**config.mk**
```make
export PLATFORM = sky130hd
export DESIGN_NAME = sw_debounce_flat
export DESIGN_NICKNAME = d
export VERILOG_FILES = /design/src/rtl/sw_debounce_if.sv /design/src/rtl/sw_debounce.sv /design/src/flat_wrapper.sv
export SDC_FILE = /design/constraint.sdc
export NUM_CORES = 1
export LEC_CHECK = 0
export CORE_ASPECT_RATIO = 1.1
export CORE_UTILIZATION = 65
export CTS_CLUSTER_DIAMETER = 60
export DETAILED_ROUTE_END_ITERATION = 16
export PLACE_DENSITY_LB_ADDON = 0.15
export SLEW_MARGIN = 10
export SYNTH_ARGS = -nofsm -noshare
export SYNTH_HDL_FRONTEND = slang
export SYNTH_SLANG_ARGS = --single-unit
```
**constraint.sdc**
```tcl
create_clock -name clk -period 3.6 [get_ports clk]
set_clock_uncertainty 0.15 [all_clocks]
set_input_delay 0.72 -clock clk [delete_from_list [all_inputs] [get_ports clk]]
set_output_delay 0.72 -clock clk [all_outputs]
set_load 0.03 [all_outputs]
```
**src/rtl/sw_debounce_if.sv**
```systemverilog
// Switch-bank signal bundle: raw pins in, debounced level, edge pulses and busy out.
interface sw_debounce_if #(
  parameter int WIDTH = 10
);
  logic [WIDTH-1:0] sw_in;
  logic [WIDTH-1:0] sw_out;
  logic [WIDTH-1:0] rise_pulse;
  logic [WIDTH-1:0] fall_pulse;
  logic             busy;

  modport master (output sw_in, input sw_out, rise_pulse, fall_pulse, busy);
  modport slave  (input sw_in, output sw_out, rise_pulse, fall_pulse, busy);
endinterface

```
**src/rtl/sw_debounce.sv**
```systemverilog
// Per-bit synchronizer + debouncer for the slide-switch bank, with registered rise/fall pulses.
// Optional SW_DEBOUNCE_TICK_EN: debounce updates only on a shared TICK_DIV prescaler tick.
module sw_debounce #(
  parameter int WIDTH           = 10,
  parameter int SYNC_STAGES     = 2,
  parameter int DEBOUNCE_CYCLES = 50000,
  parameter int CNT_W           = 16,
  parameter int TICK_DIV        = 1000
) (
  input  logic        clk,
  input  logic        reset_n,
  sw_debounce_if.slave bus
);

  if (SYNC_STAGES < 2 || SYNC_STAGES > 4 || DEBOUNCE_CYCLES < 1 || TICK_DIV < 1 ||
      (CNT_W < 31 && (1 << CNT_W) <= DEBOUNCE_CYCLES)) begin : g_bad_param
    $error("sw_debounce: illegal parameter combination");
  end

  localparam logic [CNT_W-1:0] CNT_MAX = CNT_W'(DEBOUNCE_CYCLES - 1);

  logic [WIDTH-1:0] sync_q [SYNC_STAGES];
  logic [WIDTH-1:0] sw_sync;
  logic [CNT_W-1:0] cnt [WIDTH];
  logic [WIDTH-1:0] sw_q;
  logic [WIDTH-1:0] rise_q;
  logic [WIDTH-1:0] fall_q;
  logic             busy_q;
  logic             busy_c;
  logic             tick;

  always_ff @(posedge clk or negedge reset_n) begin
    if (!reset_n) begin
      for (int s = 0; s < SYNC_STAGES; s++) sync_q[s] <= '0;
    end else begin
      sync_q[0] <= bus.sw_in;
      for (int s = 1; s < SYNC_STAGES; s++) sync_q[s] <= sync_q[s-1];
    end
  end

  assign sw_sync = sync_q[SYNC_STAGES-1];

`ifdef SW_DEBOUNCE_TICK_EN
  localparam int PW = (TICK_DIV > 1) ? $clog2(TICK_DIV) : 1;
  logic [PW-1:0] pre_q;

  assign tick = (pre_q == PW'(TICK_DIV - 1));

  always_ff @(posedge clk or negedge reset_n) begin
    if (!reset_n) pre_q <= '0;
    else          pre_q <= tick ? '0 : pre_q + 1'b1;
  end
`else
  assign tick = 1'b1;
`endif

  always_comb begin
    busy_c = 1'b0;
    for (int i = 0; i < WIDTH; i++) begin
      if (cnt[i] != '0) busy_c = 1'b1;
    end
  end

  // Any agreeing sample restarts the count; the flip happens on the last disagreeing sample.
  always_ff @(posedge clk or negedge reset_n) begin
    if (!reset_n) begin
      for (int i = 0; i < WIDTH; i++) cnt[i] <= '0;
      sw_q   <= '0;
      rise_q <= '0;
      fall_q <= '0;
      busy_q <= 1'b0;
    end else begin
      rise_q <= '0;
      fall_q <= '0;
      busy_q <= busy_c;
      if (tick) begin
        for (int i = 0; i < WIDTH; i++) begin
          if (sw_sync[i] == sw_q[i]) begin
            cnt[i] <= '0;
          end else if (cnt[i] == CNT_MAX) begin
            cnt[i]    <= '0;
            sw_q[i]   <= sw_sync[i];
            rise_q[i] <= sw_sync[i];
            fall_q[i] <= ~sw_sync[i];
          end else begin
            cnt[i] <= cnt[i] + 1'b1;
          end
        end
      end
    end
  end

  assign bus.sw_out     = sw_q;
  assign bus.rise_pulse = rise_q;
  assign bus.fall_pulse = fall_q;
  assign bus.busy       = busy_q;

endmodule

```
**src/flat_wrapper.sv**
```systemverilog
// flat-port wrapper written by rule: the top's interface ports become plain ports
module sw_debounce_flat 
#(
  parameter int WIDTH           = 10,
  parameter int SYNC_STAGES     = 2,
  parameter int DEBOUNCE_CYCLES = 50000,
  parameter int CNT_W           = 16,
  parameter int TICK_DIV        = 1000
)
  (clk, reset_n, bus_sw_in, bus_sw_out, bus_rise_pulse, bus_fall_pulse, bus_busy);
  sw_debounce_if #(.WIDTH(WIDTH)) bus_i ();
  input  logic clk;
  input  logic reset_n;
  input wire logic [$bits(bus_i.sw_in)-1:0] bus_sw_in;
  output wire logic [$bits(bus_i.sw_out)-1:0] bus_sw_out;
  output wire logic [$bits(bus_i.rise_pulse)-1:0] bus_rise_pulse;
  output wire logic [$bits(bus_i.fall_pulse)-1:0] bus_fall_pulse;
  output wire logic [$bits(bus_i.busy)-1:0] bus_busy;
  assign bus_i.sw_in = bus_sw_in;
  assign bus_sw_out = bus_i.sw_out;
  assign bus_rise_pulse = bus_i.rise_pulse;
  assign bus_fall_pulse = bus_i.fall_pulse;
  assign bus_busy = bus_i.busy;
  sw_debounce #(.WIDTH(WIDTH), .SYNC_STAGES(SYNC_STAGES), .DEBOUNCE_CYCLES(DEBOUNCE_CYCLES), .CNT_W(CNT_W), .TICK_DIV(TICK_DIV)) u_core (.clk(clk), .reset_n(reset_n), .bus(bus_i));
endmodule
```
After elaboration in Yosys (flattened, before gate mapping)

Index checks and enable logic that the tools add are counted.
Widths: inputs -> output; s select.

Bits in registers: 211
Input bits: 12
Output and inout port bits: 31

Add/sub/neg operators: 10
Eq/ne operators: 20
Muxes and demuxes: 70
Bitwise gates (word level): 20
Reduce and logical (&&, ||, !) cells: 20

Operators with widths:

| kind                  | count |
|---|---|
| $mux 16               | 20 |
| $add 16x1->16 const B | 10 |
| $eq 16x16->1 const B  | 10 |
| $reduce_bool 16->1    | 10 |
| $mux 1                | 50 |
| $not 1->1             | 20 |
| $reduce_and 2->1      | 10 |
| $eq 1x1->1            | 10 |

Logic depth before layout (Yosys ltp)

Gate-level depths: netlist of run 1.

Depth after elaboration: 11
Gate-level depth with buffers: 7
Gate-level depth less buffers: 6

Worst setup path after synthesis of run 1

OpenSTA, ideal clock, no wires.

Path kind: reg2reg
Start: register u_core.cnt[123] (netlist bit)
End: register u_core.sw_q[2], in the netlist u_core.bus.sw_out[2]
Library setup time: 0.125 ns
Arrival: 1.667 ns
Data required time: 3.325 ns
Slack: 1.658 ns
Cell stages (with the launch flop): 5
Path through: dfrtp_1 nor4_4 nand2_2 or4_4 mux2_4

Word-level cells in the longest chain between the ends: 2

Ends and longest elaborated chain:

| item                              | line              | source |
|---|---|---|
| from (decl)                       | sw_debounce.sv:24 | `logic [CNT_W-1:0] cnt [WIDTH];` |
| from (signal, indexed assignment) | sw_debounce.sv:86 | `cnt[i] <= cnt[i] + 1'b1;` |
| $eq 16x16->1                      | sw_debounce.sv:80 | `end else if (cnt[i] == CNT_MAX) begin` |
| $reduce_and 2->1 (no line)        | -                 |  |
| to (signal, indexed assignment)   | sw_debounce.sv:82 | `sw_q[i] <= sw_sync[i];` |
| to (decl)                         | sw_debounce.sv:25 | `logic [WIDTH-1:0] sw_q;` |

Every way passes these cells.
A chain may end at the register's enable or synchronous reset.

Final worst setup path of run 1

Start: register u_core.sw_q[1], in the netlist u_core.bus.sw_out[1]
End: output port bus_sw_out[1]

RTL lines:

| item      | line               | source |
|---|---|---|
| to (decl) | flat_wrapper.sv:15 | `output wire logic [$bits(bus_i.sw_out)-1:0] bus_sw_out;` |

No word-level cell between the ends.

==> results of run 1 <==
## stage by stage
stage               hold slack [ns]  total power, mW   util  setup slack (ns)  cell area [um2]
floorplan                     0.181             2.58      -              1.66            10000
global placement              0.184             2.70  0.708              1.34            10700
detailed placement            0.187             2.70  0.708              1.34            10700
global route                  0.157             5.16  0.757              1.05            11400
CTS                           0.127             5.04  0.757              1.09            11400
finish                       0.0962             4.99  0.757              1.10            11400
## per-layer routing
metal	global-route usage	vias up	wire, um
met5	0	-	0
met4	0.0953	0	540
met3	0.0376	39	811
met2	0.411	154	9210
met1	0.357	3501	8780
li1	-	3446	-
## final cells by class
type                            count  area (um2)  share of cell area
Inverter                           40         150              0.0132
Clock inverter                      7         110             0.00966
Multi-Input combinational cell    676        4460               0.392
Timing Repair Buffer               51         517              0.0453
Clock buffer                       31         636              0.0557
Tap cell                          196         245              0.0215
Sequential cell                   211        5280               0.463
## power by group through the flow
stage          Clock [mW]  Sequential, mW  Combinational [mW]
6_report             2.33            2.45               0.202
5_1_grt              2.47            2.46               0.230
4_1_cts              2.37            2.45               0.209
3_5_place_dp            0            2.50               0.205
3_3_place_gp            0            2.49               0.202
2_1_floorplan           0            2.49              0.0984
## cells in the mapped netlist, types with 25 or more instances
cell type | number | share of area
nand3_1 | 66 | 0.033
nor4_1 | 34 | 0.021
dfrtp_1 | 211 | 0.53
and3_1 | 26 | 0.016
nand4_1 | 52 | 0.032
nor3_1 | 25 | 0.012
inv_1 | 40 | 0.015
xnor2_1 | 62 | 0.054
nor2_1 | 139 | 0.052
xor2_1 | 71 | 0.062
nand2_1 | 38 | 0.014
## flip-flops by register name, indices dropped and copies added (netlist names)
signal / cells
u_core.bus.fall_pulse: 10
u_core.sync_q: 10
u_core.cnt: 160
u_core.bus.busy: 1
u_core.bus.sw_out: 10
u_core.sw_sync: 10
u_core.bus.rise_pulse: 10
## logic make-up (layout without fill, tap and decap cells)
kind of cell / after synthesis / in the layout
AND/OR/NAND/NOR: 470 / 470
flip-flops: 211 / 211
XOR/XNOR: 133 / 133
buffers and inverters: 69 / 129
AO/OA/AOI/OAI: 43 / 43
adder cells (fa/ha/maj): 20 / 20
multiplexers: 10 / 10
## how the worst min path moves through the flow
stage                                 from                           to  slack, ns  cells after the start
6_report                           reset_n     u_core.cnt[12]$_DFF_PN0_        0.1                      1
5_1_grt                            reset_n     u_core.cnt[11]$_DFF_PN0_       0.16                      1
4_1_cts                            reset_n     u_core.cnt[12]$_DFF_PN0_       0.13                      1
3_5_place_dp   u_core.sync_q[13]$_DFF_PN0_  u_core.sw_sync[3]$_DFF_PN0_       0.19                      0
3_3_place_gp   u_core.sync_q[13]$_DFF_PN0_  u_core.sw_sync[3]$_DFF_PN0_       0.18                      0
2_1_floorplan  u_core.sync_q[10]$_DFF_PN0_  u_core.sw_sync[0]$_DFF_PN0_       0.18                      0
## placed cells by master, fill, tap and decap left out, drive strengths merged, types with 17 or more instances in the layout
cell type,Yosys,routed
a21oi,17,17
and4,20,20
nand2,41,41
xor2,71,71
ha,20,20
nor4,40,40
clkdlybuf4s50,0,41
nor3,25,25
inv,40,40
clkbuf,17,32
nor3b,20,20
dfrtp,211,211
nor2,139,139
xnor2,62,62
and3,28,28
nand4,52,52
nand3,67,67
==> impl_metrics.tcl, run 1 <==
set metrics [dict create \
    outcome "complete, no violations" \
    critPathTopFamily "buffers and inverters" \
    tightestPinTransition_ns 0.858 \
    cts-htree-levels 1 \
    reg2reg_slack_ns 1.33 \
    grt_max_degree 86 \
    fp-row-count 47 \
    fin_cells 1212 \
    postSynth.asyncResetShare 1.00 \
    synth_warnings 0 \
    fp.dieH_um 132 \
    p_leak_nw 4.92 \
    hold_viol 0 \
    clock_sinks 211 \
    arrival_ns 1.63 \
    antenna_cells 0 \
    synth_seq_cells 211 \
    synth-seq-area-share 0.527 \
    area_delta_synth_final_pct 13.8 \
    syn_nets 988 \
    firstDrtPassIters 5 \
    crit_cells 1 \
    dpl.cell_count 1174 \
    combPwrFrac 0.041 \
    cts_resized 0 \
    port_buffers 42 \
    cts_buffer_depth 3 \
    crit_start "u_core.bus.sw_out[1]$_DFFE_PN0P_" \
    powerDensity_mw_per_mm2 437 \
    detail-route-antenna-nets 0 \
    switchingPower_mw 1.06 \
    overflow 0 \
    post_cts_buffers 0 \
    required_ns 2.73 \
    crit_type "flip-flop to output pin" \
    critPathCapture "bus_sw_out[1]" \
    syn_area_mm2 0.0100 \
    synth_edf_count 0 \
    layout.nets 1034 \
    track_usage 0.257 \
    p_int_mw 3.93 \
    drc_errors 0 \
    cts_buffers 22 \
    fin_crit_ns 2.50 \
    routedWlPerCell_um 16.0 \
    die_w_um 120 \
    r2r-end "u_core.cnt[72]$_DFF_PN0_" \
    synth_top_family_by_area "simple AND/OR/NAND/NOR gates" \
    vias_per_cell 5.89 \
    slowest_delay_ns 0.70 \
    pwr-share-clk 0.467 \
    synthXorXnorAreaFrac 0.116 \
    rr_startpoint "u_core.cnt[75]$_DFF_PN0_" \
    max_cap_violations 0 \
    slew_headroom 0.426 \
    cp_cell_sequence "clkdlybuf4s50_1" \
    synthAdderAreaFrac 0.0250 \
    place_congestion 0.869 \
    synthMuxAreaShare 0.0124 \
    setup_tns_ns 0 \
    syn_area_per_cell_um2 10.5 \
    ys_types 39 \
    cp-end-kind "output pin" \
    layout-drive-gt1-share 0.0787 \
    slowest_stage "clkdlybuf4s50_1" \
    synthFlopType "dfrtp_1" \
    vias 7140 \
    antenna_found_initial 0 \
    sw_frac_of_total 0.212 \
    clockRootBuffer "clkbuf_16" \
    ff2ff_path_depth 5 \
    path_buf_inv 1 \
    start_util 0.666 \
    startpoint_type "flip-flop" \
    die-area_mm2 0.0159 \
    period_share 0.694 \
    finalSetupViolCount 0 \
    cts_tree "yes" \
    drv_slew 0 \
    clock.fmax_mhz 400 \
    rsz0062_at_grt "false" \
    path_clk_slew_ns 0.06 \
    crit_path_max_fanout 5 \
    yosys.area_share.simple 0.258 \
    clock_latency_ns 0.50 \
    grt_pass1_wl_um 33200 \
    totalWireLength_um 19300 \
    grt_pass1_vias 6905 \
    place_hpwl_um 13100 \
    drt_iter0_markers 562 \
    holdCritPathClass "primary input to async pin" \
    postSynthCellCount 956 \
    ios 43 \
    synth_compound_area_frac 0.0337 \
    core_mm2 0.0151 \
    ctsHoldBuffers 0 \
    vdd.ir_drop.worst_uv 386 \
    power.share.sequential 0.492 \
    fill_cells 1064 \
]
Note: power is estimated with default switching activity, not from simulation.
==> run 2, diff against run 1 <==
--- a/config.mk
+++ b/config.mk
@@ -6,7 +6,7 @@
 export NUM_CORES = 1
 export LEC_CHECK = 0
 export CORE_ASPECT_RATIO = 1.1
-export CORE_UTILIZATION = 65
+export CORE_UTILIZATION = 55
 export CTS_CLUSTER_DIAMETER = 60
 export DETAILED_ROUTE_END_ITERATION = 16
 export PLACE_DENSITY_LB_ADDON = 0.15
==> constraint.sdc (replaced) <==
create_clock -name clk -period 2.1 [get_ports clk]
set_clock_uncertainty 0.15 [all_clocks]
set_input_delay 0.42 -clock clk [delete_from_list [all_inputs] [get_ports clk]]
set_output_delay 0.42 -clock clk [all_outputs]
set_load 0.03 [all_outputs]
==> run 2 against run 1 <==
Non-clock buffer count up 59. Count of clock-buffer cells in the layout rose by 3. Worst setup slack worse by 1.1 ns. Total power grew 75%. Sequential share of layout area fell by 2.3 points. Routed wire length rose by 4.9%. Register-to-register slack worse by 1.3 ns. Flip-flop and latch count unchanged.
==> impl_metrics.tcl, run 2 (synthesis results as in run 1) <==
set metrics [dict create \
    clock_latency_ns 0.51 \
    hold_end "u_core.sw_sync[4]$_DFF_PN0_" \
    path_buf_inv 1 \
    holdPathStages 0 \
    outcome "complete, no violations" \
    max_cap_violations 0 \
    cts_buffer_depth 3 \
    fin_util 0.677 \
    ff2ff_path_depth 4 \
    firstDrtPassIters 4 \
    cts_buffers 24 \
    vias 7235 \
    holdCritPathClass "flip-flop to flip-flop" \
    place_hpwl_um 14400 \
    r2r-end "u_core.bus.sw_out[2]$_DFFE_PN0P_" \
    die_w_um 131 \
    clock_sinks 211 \
    critPathTopFamily "buffers and inverters" \
    cts_tree "yes" \
    layout_common_cells "dfrtp_1, nor2_1, xor2_1" \
    fp.dieH_um 144 \
    die-area_mm2 0.0188 \
    powerDensity_mw_per_mm2 728 \
    start_util 0.565 \
    period_share 0.984 \
    dpl_cell_area_mm2 0.0111 \
    grt_pass1_wl_um 34400 \
    grt_pass1_vias 7137 \
    hp-start "u_core.sync_q[14]$_DFF_PN0_" \
    drc_errors 0 \
    drv_slew 0 \
    slowest_stage "clkdlybuf4s50_1" \
    finalSetupViolCount 0 \
    totalWireLength_um 20300 \
    largest-register "u_core.cnt" \
    cp-end-kind "output pin" \
    path_clk_slew_ns 0.06 \
    antenna_found_initial 1 \
    core_mm2 0.0177 \
    required_ns 1.53 \
    crit_type "flip-flop to output pin" \
    layout.nets 1095 \
    crit_path_max_fanout 1 \
    largest_reg_flops 160 \
    drt_iter0_markers 436 \
    cts-htree-levels 1 \
    crit_cells 1 \
    whs_ns 0.196 \
    slew_headroom 0.669 \
    grt_max_degree 62 \
    detail-route-antenna-nets 0 \
    startpoint_type "flip-flop" \
    antenna_cells 0 \
    fin_area_mm2 0.0120 \
    cp_cell_sequence "clkdlybuf4s50_1" \
    routedWlPerCell_um 15.4 \
    hold_viol 0 \
    port_buffers 42 \
    track_usage 0.230 \
    setup_tns_ns 0 \
    slowest_delay_ns 0.67 \
    vdd.ir_drop.worst_uv 601 \
    place_congestion 0.860 \
    ios 43 \
    overflow 0 \
    arrival_ns 1.50 \
    area_delta_synth_final_pct 19.8 \
    fp-row-count 51 \
    clock.fmax_mhz 484 \
    layout-drive-gt1-share 0.136 \
    power.total_mw 8.74 \
    vias_per_cell 5.50 \
    rr_startpoint "u_core.cnt[123]$_DFF_PN0_" \
    layout_commonest_cell "dfrtp_1" \
    p_leak_nw 5.41 \
    clockRootBuffer "clkbuf_16" \
    tightestPinTransition_ns 0.497 \
    reg2reg_slack_ns 0.07 \
    fin_crit_ns 2.07 \
]
[run 2: cell types whose count changed in the layout (fill, tap and decap cells not counted), sizes merged, moves of 2 or more]
cell	previous run	this run
buf	9	68
clkdlybuf4s50	41	23
dlygate4sd2	0	12
dlymetal6s2s	0	6
clkbuf	32	34
[run 2: worst max path at each step]
stage / start / to / slack [ns]
2_1_floorplan: u_core.cnt[123]$_DFF_PN0_ / u_core.bus.sw_out[2]$_DFFE_PN0P_ / 0.16
3_3_place_gp: u_core.cnt[75]$_DFF_PN0_ / u_core.bus.rise_pulse[5]$_DFF_PN0_ / 0.11
3_5_place_dp: u_core.cnt[11]$_DFF_PN0_ / u_core.bus.sw_out[9]$_DFFE_PN0P_ / 0.08
4_1_cts: u_core.bus.fall_pulse[6]$_DFF_PN0_ / bus_fall_pulse[6] / 0.006
5_1_grt: u_core.cnt[12]$_DFF_PN0_ / u_core.bus.sw_out[9]$_DFFE_PN0P_ / -0.01
6_report: u_core.bus.rise_pulse[0]$_DFF_PN0_ / bus_rise_pulse[0] / 0.03
[run 2: metal layers]
| layer | vias up | track usage | share of wire |
|---|---|---|---|
| met1 | 3526 | 0.308 | 0.45 |
| met5 | - | 0 | 0.00064 |
| li1 | 3566 | - | - |
| met2 | 108 | 0.392 | 0.49 |
| met4 | 2 | 0.0593 | 0.018 |
| met3 | 33 | 0.0328 | 0.039 |
[run 2: report_power, final]
part / switching (mW) / internal [mW]
Sequential: 0.0724 / 4.13
Clock: 1.57 / 2.58
Combinational: 0.222 / 0.162
[run 2: repair_timing]
| item | in CTS | in global routing |
|---|---|---|
| hold endpoints to repair | 55 | 0 |
| gates resized for setup | 12 | 13 |
| setup buffers | 0 | 2 |
| setup endpoints to repair | 12 | 12 |
| pin swaps | 0 | 1 |
| hold buffers | 1 | 0 |
[run 2: stage by stage]
stage,worst slack [ns],cells
after floorplan,0.158,956
after global placement,0.109,1272
after detailed placement,0.0764,1272
after CTS,0.00551,1314
after global routing,-0.0127,1316
final,0.0340,1316
[run 2: final cells by class]
| type | instances | area, um2 |
|---|---|---|
| Tap cell | 238 | 298 |
| Inverter | 40 | 150 |
| Multi-Input combinational cell | 676 | 4500 |
| Timing Repair Buffer | 110 | 976 |
| Fill cell | 1427 | 5730 |
| Clock buffer | 34 | 709 |
| Clock inverter | 7 | 91.3 |
| Sequential cell | 211 | 5280 |
